==> src/rtl/cordic_rot_seq.sv <==
// Rotation-mode CORDIC iteration sequencer driving an external arctangent table.
// Optional macro CORDIC_GAIN_COMP_EN adds a GAIN state that scales the result by K.
module cordic_rot_seq #(
  parameter int ITERS = 15
) (
  input  logic        clk,
  input  logic        rst,
  input  logic        start,
  input  logic [31:0] x_in,
  input  logic [31:0] y_in,
  input  logic [31:0] angle_in,
  output logic        ready,
  output logic        done,
  output logic        err,
  output logic [31:0] x_out,
  output logic [31:0] y_out,
  output logic [31:0] z_out,
  output logic        lut_en,
  output logic [3:0]  lut_sel,
  input  logic [31:0] lut_value,
  output logic [2:0]  dbg_state
);

  // Handshake: start is taken on a rising edge only while ready=1 (IDLE);
  // the result is valid while done=1 and x_out/y_out/z_out hold until the next done.
  typedef enum logic [2:0] {
    INIT = 3'd0,
    IDLE = 3'd1,
    RUN  = 3'd2,
`ifdef CORDIC_GAIN_COMP_EN
    GAIN = 3'd3,
`endif
    DONE = 3'd4
  } state_t;

  state_t state, state_nxt;

  logic signed [31:0] x_r, y_r, z_r;
  logic [3:0]         i_r;
  logic               err_r;
  logic               lut_en_r;
  logic [3:0]         lut_sel_r;

  logic load, reject, step, last, out_of_range;
  logic d_pos;
  logic signed [31:0] xs, ys, x_nxt, y_nxt, z_nxt;

  assign out_of_range = ($signed(angle_in) > 32'sh5A000000) ||
                        ($signed(angle_in) < -32'sh5A000000);
  assign last = (i_r == 4'(ITERS - 1));

  // One micro-rotation: direction chosen by the sign of the residual angle.
  assign d_pos = ~z_r[31];
  assign xs    = x_r >>> i_r;
  assign ys    = y_r >>> i_r;
  assign x_nxt = d_pos ? (x_r - ys) : (x_r + ys);
  assign y_nxt = d_pos ? (y_r + xs) : (y_r - xs);
  assign z_nxt = d_pos ? (z_r - $signed(lut_value)) : (z_r + $signed(lut_value));

  always_ff @(posedge clk or posedge rst) begin
    if (rst) state <= INIT;
    else     state <= state_nxt;
  end

  always_comb begin
    state_nxt = state;
    ready     = 1'b0;
    done      = 1'b0;
    err       = 1'b0;
    load      = 1'b0;
    reject    = 1'b0;
    step      = 1'b0;
    case (state)
      INIT: if (lut_en_r) state_nxt = IDLE;
      IDLE: begin
        ready = 1'b1;
        if (start) begin
          if (out_of_range) begin
            reject    = 1'b1;
            state_nxt = DONE;
          end else begin
            load      = 1'b1;
            state_nxt = RUN;
          end
        end
      end
      RUN: begin
        step = 1'b1;
`ifdef CORDIC_GAIN_COMP_EN
        if (last) state_nxt = GAIN;
`else
        if (last) state_nxt = DONE;
`endif
      end
`ifdef CORDIC_GAIN_COMP_EN
      GAIN: state_nxt = DONE;
`endif
      DONE: begin
        done      = 1'b1;
        err       = err_r;
        state_nxt = IDLE;
      end
      default: state_nxt = INIT;
    endcase
  end

`ifdef CORDIC_GAIN_COMP_EN
  localparam logic signed [31:0] K_GAIN = 32'sh26DD3B6A;
  logic signed [63:0] px, py;
  assign px = x_r * K_GAIN;
  assign py = y_r * K_GAIN;
`endif

  always_ff @(posedge clk or posedge rst) begin
    if (rst) begin
      x_r       <= '0;
      y_r       <= '0;
      z_r       <= '0;
      i_r       <= '0;
      err_r     <= 1'b0;
      lut_en_r  <= 1'b0;
      lut_sel_r <= '0;
      x_out     <= '0;
      y_out     <= '0;
      z_out     <= '0;
    end else begin
      // Single arm pulse: INIT waits here until the strobe has been seen once.
      lut_en_r <= (state == INIT) && !lut_en_r;
      if (load) begin
        x_r       <= $signed(x_in);
        y_r       <= $signed(y_in);
        z_r       <= $signed(angle_in);
        i_r       <= '0;
        lut_sel_r <= '0;
        err_r     <= 1'b0;
      end
      if (reject) err_r <= 1'b1;
      if (step) begin
        x_r <= x_nxt;
        y_r <= y_nxt;
        z_r <= z_nxt;
        i_r <= i_r + 4'd1;
        if (!last) lut_sel_r <= i_r + 4'd1;
`ifndef CORDIC_GAIN_COMP_EN
        if (last) begin
          x_out <= x_nxt;
          y_out <= y_nxt;
          z_out <= z_nxt;
        end
`endif
      end
`ifdef CORDIC_GAIN_COMP_EN
      if (state == GAIN) begin
        x_out <= 32'(px >>> 30);
        y_out <= 32'(py >>> 30);
        z_out <= z_r;
      end
`endif
    end
  end

  assign lut_en    = lut_en_r;
  assign lut_sel   = lut_sel_r;
  assign dbg_state = state;

endmodule

==> config.mk <==
export PLATFORM = sky130hd
export DESIGN_NAME = cordic_rot_seq
export DESIGN_NICKNAME = d
export VERILOG_FILES = /design/src/rtl/cordic_rot_seq.sv
export SDC_FILE = /design/constraint.sdc
export NUM_CORES = 1
export LEC_CHECK = 0
export CORE_MARGIN = 10
export CORE_UTILIZATION = 57
export DETAILED_ROUTE_END_ITERATION = 16
export HOLD_SLACK_MARGIN = 0.08
export PLACE_DENSITY = 0.91
export SLEW_MARGIN = 0
export SYNTH_ARGS = -nofsm -noshare
export SYNTH_HDL_FRONTEND = slang
export SYNTH_SLANG_ARGS = --single-unit
==> constraint.sdc <==
create_clock -name clk -period 7.2 [get_ports clk]
set_input_delay 0.72 -clock clk [delete_from_list [all_inputs] [get_ports clk]]
set_output_delay 0.72 -clock clk [all_outputs]
set_load 0.005 [all_outputs]
==> metrics.txt <==
# TYPE chip_impl_metric gauge
chip_impl_info{name="min_path_type",value="flip-flop to flip-flop"} 1
chip_impl_metric{name="worst_skew_late_latency",unit="ns"} 0.58
chip_impl_metric{name="final_net_count",unit=""} 2500
chip_impl_info{name="crit_family",value="compound AO/OA/AOI/OAI gates"} 1
chip_impl_metric{name="worst_clock_skew",unit="ns"} 0.0383
chip_impl_metric{name="max_freq",unit="GHz"} 0.157
chip_impl_metric{name="final_cells",unit=""} 2678
chip_impl_metric{name="clock_tree.htree_level_count",unit=""} 1
chip_impl_metric{name="syn_nets",unit=""} 2338
chip_impl_metric{name="post_cts_buffers",unit=""} 0
chip_impl_metric{name="hpwl",unit="um"} 44900
chip_impl_metric{name="worstPathRequired",unit="ns"} 7.68
chip_impl_metric{name="dpl.cell_count",unit=""} 2637
chip_impl_metric{name="io_pins",unit=""} 238
chip_impl_metric{name="route.detailed.wl_per_inst",unit="um"} 22.6
chip_impl_metric{name="clock_sink_count",unit=""} 205
chip_impl_metric{name="ant_nets",unit=""} 0
chip_impl_metric{name="antenna_found_initial",unit=""} 3
chip_impl_metric{name="slowest_delay",unit="ns"} 1.14
chip_impl_metric{name="grt_overflow_total",unit=""} 0
chip_impl_info{name="chain_of_cells_forming_the_critical_path",value="mux4_2, mux2_2, a221oi_2, o211ai_1, nor4b_4, nor4b_4, nor2b_1, o221a_2, a21oi_1, ha_1, and3_1, a311oi_1, nor2_1, a211oi_1, nand2b_1, mux2_2, o21ai_0"} 1
chip_impl_metric{name="n_antenna_cell",unit=""} 0
chip_impl_metric{name="ys_types",unit=""} 85
chip_impl_metric{name="cts_max_path_buffers",unit=""} 3
chip_impl_info{name="final_common_cell",value="sky130_fd_sc_hd__nand2_1"} 1
chip_impl_info{name="dominantRegCellSynth",value="sky130_fd_sc_hd__dfrtp_1"} 1
chip_impl_metric{name="cp.arrival",unit="ns"} 6.86
chip_impl_metric{name="cts.clk_slew.worst_paths",unit="ns"} 0.06
chip_impl_metric{name="setup_ws",unit="ns"} 0.821
chip_impl_metric{name="dpl_worst_slack",unit="ns"} 0.907
chip_impl_metric{name="start_util",unit="%"} 57.7
chip_impl_metric{name="area_growth_syn_to_layout",unit="%"} 18.2
chip_impl_metric{name="final.setup.tns",unit="ns"} 0
chip_impl_metric{name="maxSlewHeadroom",unit="%"} 27.9
chip_impl_metric{name="final_replace_weighted_congestion",unit=""} 0.989
chip_impl_metric{name="num_cts_buffers",unit=""} 24
chip_impl_metric{name="synthesis.area_per_instance",unit="um^2"} 8.68
chip_impl_metric{name="crit_path_max_fanout",unit=""} 70
chip_impl_metric{name="postSynthCellCount",unit=""} 2099
chip_impl_metric{name="grt_pass1_wl",unit="um"} 95800
chip_impl_metric{name="number_of_pins_with_negative_max_slew_slack_in_the_final_report",unit=""} 0
chip_impl_metric{name="grt_resource_usage_total",unit="%"} 30.1
chip_impl_metric{name="critical_path.n_buffers_inverters",unit=""} 0
chip_impl_info{name="commonest_non_fill_non_tap_cells_in_the_layout",value="sky130_fd_sc_hd__nand2_1, sky130_fd_sc_hd__clkdlybuf4s50_1, sky130_fd_sc_hd__dfrtp_1, sky130_fd_sc_hd__o21ai_0, sky130_fd_sc_hd__a21oi_1"} 1
chip_impl_metric{name="detailedRoute.firstPassIterationCount",unit=""} 6
chip_impl_metric{name="fp.dieH",unit="um"} 199
chip_impl_metric{name="synth-seq-area-share",unit="%"} 28.2
chip_impl_info{name="cts.root.buffer_cell",value="sky130_fd_sc_hd__clkbuf_16"} 1
chip_impl_metric{name="postLayoutCoreUtil",unit="%"} 68.3
chip_impl_metric{name="worst_pin_slew",unit="ns"} 1.08
chip_impl_metric{name="asyncSetResetFlopFracSynth",unit="%"} 100
chip_impl_metric{name="final.period_utilization",unit="%"} 88.6
chip_impl_info{name="cts_tree",value="built"} 1
chip_impl_metric{name="final-setup-viol-count",unit=""} 0
chip_impl_metric{name="drv.max_cap_violation_count",unit=""} 0
chip_impl_metric{name="floorplan.core_area",unit="um^2"} 31600
chip_impl_metric{name="hold_violations",unit=""} 0
chip_impl_metric{name="layout-drive-gt1-share",unit="%"} 8.61
chip_impl_metric{name="drt_drc_violations_left",unit=""} 0
chip_impl_info{name="start_kind",value="flip-flop"} 1
chip_impl_metric{name="number_of_enable_type_register_cells_in_the_synthesized_netlist",unit=""} 0
chip_impl_metric{name="die_area",unit="um^2"} 39500
chip_impl_metric{name="yosys_warnings",unit=""} 0
chip_impl_metric{name="drtIter0Drc",unit=""} 1804
chip_impl_metric{name="vias_per_cell",unit=""} 6.60
chip_impl_metric{name="finalWorstPathRequiredPeriod",unit="ns"} 6.38
chip_impl_info{name="outcome",value="finished, final reports clean"} 1
chip_impl_metric{name="buffer_ports.inserted",unit=""} 237
chip_impl_metric{name="placement_rows",unit=""} 65
chip_impl_metric{name="first_global_vias",unit=""} 17700
chip_impl_metric{name="grt_start_max_net_pins",unit=""} 131
chip_impl_info{name="critPathKind",value="flip-flop to flip-flop"} 1
chip_impl_info{name="worst_path_max_delay_cell",value="sky130_fd_sc_hd__dfrtp_4"} 1
chip_impl_metric{name="detail_route.wirelength",unit="um"} 60400
chip_impl_metric{name="post_cts_hold_buffer_count",unit=""} 0
chip_impl_info{name="endpoint_kind",value="flip-flop"} 1
chip_impl_metric{name="register_bit_total_from_synthesis",unit=""} 205
chip_impl_metric{name="routed-via-count",unit=""} 17700
chip_impl_metric{name="die_w",unit="um"} 199
chip_impl_metric{name="post_cts_resized",unit=""} 0
chip_impl_metric{name="layout.filler_cells",unit=""} 2517
chip_impl_metric{name="synth_area",unit="um^2"} 18200
chip_impl_info{name="grt_setup_unrepaired",value="false"} 1
## state kept, by name (all words and copies together), names as in the netlist
| signal | cells |
|---|---|
| i_r | 4 |
| dbg_state | 3 |
| z_r | 32 |
| lut_sel | 4 |
| z_out | 32 |
| y_out | 32 |
| x_r | 32 |
| y_r | 32 |
| x_out | 32 |
| lut_en | 1 |
| err_r | 1 |
## layer usage
metal	wire (um)	vias to the layer above	GRT usage, %	share of wire (%)
li1	-	8070	-	-
met1	23800	8611	36.1	39
met2	29400	808	51.7	49
met3	4620	183	6.05	7.6
met4	2580	6	12.0	4.3
met5	35	-	0	0.058
## tightest hold or removal path, stage by stage, from the launching register on
cell and delay [ns]:
sky130_fd_sc_hd__dfrtp_1 0.34, sky130_fd_sc_hd__nand2_1 0.05, sky130_fd_sc_hd__o21ai_0 0.06
## final timing paths
kind	start	end	slack, ns	depth (start not counted)
max in group asynchronous	rst	x_r[8]	4.89	3
min in group asynchronous	rst	z_out[26]	0.73	2
setup reg to reg	i_r[1]	y_r[30]	0.82	17
hold reg to reg	y_out[10]	y_out[10]	0.48	2
hold / removal	y_out[10]	y_out[10]	0.48	2
setup / recovery	i_r[1]	y_r[30]	0.82	17
## synthesized netlist by cell type, types with 9 or more instances
cell type | instances | area [um^2]
sky130_fd_sc_hd__a211oi_1 | 12 | 90.1
sky130_fd_sc_hd__a21o_1 | 50 | 375
sky130_fd_sc_hd__a21oi_1 | 178 | 891
sky130_fd_sc_hd__a221oi_1 | 9 | 78.8
sky130_fd_sc_hd__a22oi_1 | 42 | 315
sky130_fd_sc_hd__a31oi_1 | 32 | 200
sky130_fd_sc_hd__and2_1 | 13 | 81.3
sky130_fd_sc_hd__and3_1 | 19 | 119
sky130_fd_sc_hd__buf_1 | 15 | 56.3
sky130_fd_sc_hd__buf_2 | 19 | 95.1
sky130_fd_sc_hd__clkbuf_1 | 73 | 274
sky130_fd_sc_hd__dfrtp_1 | 205 | 5130
sky130_fd_sc_hd__ha_1 | 105 | 1310
sky130_fd_sc_hd__inv_1 | 47 | 176
sky130_fd_sc_hd__mux2_2 | 46 | 518
sky130_fd_sc_hd__mux2i_1 | 45 | 450
sky130_fd_sc_hd__mux4_2 | 50 | 1130
sky130_fd_sc_hd__nand2_1 | 239 | 897
sky130_fd_sc_hd__nand2b_1 | 23 | 144
sky130_fd_sc_hd__nand3_1 | 31 | 155
sky130_fd_sc_hd__nand4_1 | 14 | 87.6
sky130_fd_sc_hd__nor2_1 | 158 | 593
sky130_fd_sc_hd__nor2b_1 | 13 | 81.3
sky130_fd_sc_hd__nor3_1 | 31 | 155
sky130_fd_sc_hd__nor4_1 | 14 | 87.6
sky130_fd_sc_hd__o211ai_1 | 14 | 105
sky130_fd_sc_hd__o21a_1 | 13 | 97.6
sky130_fd_sc_hd__o21ai_0 | 181 | 906
sky130_fd_sc_hd__o21bai_1 | 19 | 143
sky130_fd_sc_hd__o22ai_1 | 48 | 300
sky130_fd_sc_hd__xnor2_1 | 81 | 709
sky130_fd_sc_hd__xor2_1 | 92 | 806
## through the flow
step	hold slack, ns	area, um^2
after global routing	0.502	21500
after detailed placement	0.470	20700
after floorplan	0.454	18200
after CTS	0.482	21500
after global placement	0.462	20700
final	0.476	21500
## cell type report
type | count | area (um^2) | share of cell area, %
Tap cell | 402 | 503 | 2.33
Multi-Input combinational cell | 1722 | 12300 | 57.2
Timing Repair Buffer | 260 | 2570 | 11.9
Inverter | 48 | 188 | 0.871
Clock inverter | 9 | 175 | 0.813
Sequential cell | 205 | 5140 | 23.9
Clock buffer | 32 | 651 | 3.02
## cells by family after synthesis
family / count (synthesis) / synth area share [%]
AOI/OAI and AO/OA: 690 / 23.7
and+or+nand+nor: 603 / 15.5
DFF: 205 / 28.2
xor gates and xnor gates: 173 / 8.32
buffers and inverters: 172 / 4.35
muxes: 148 / 12.4
adders and majority gates: 108 / 7.54
Power is left out: the tool's default activity adds up to more than one toggle a clock period on the data nets, which glitch-free logic cannot reach.
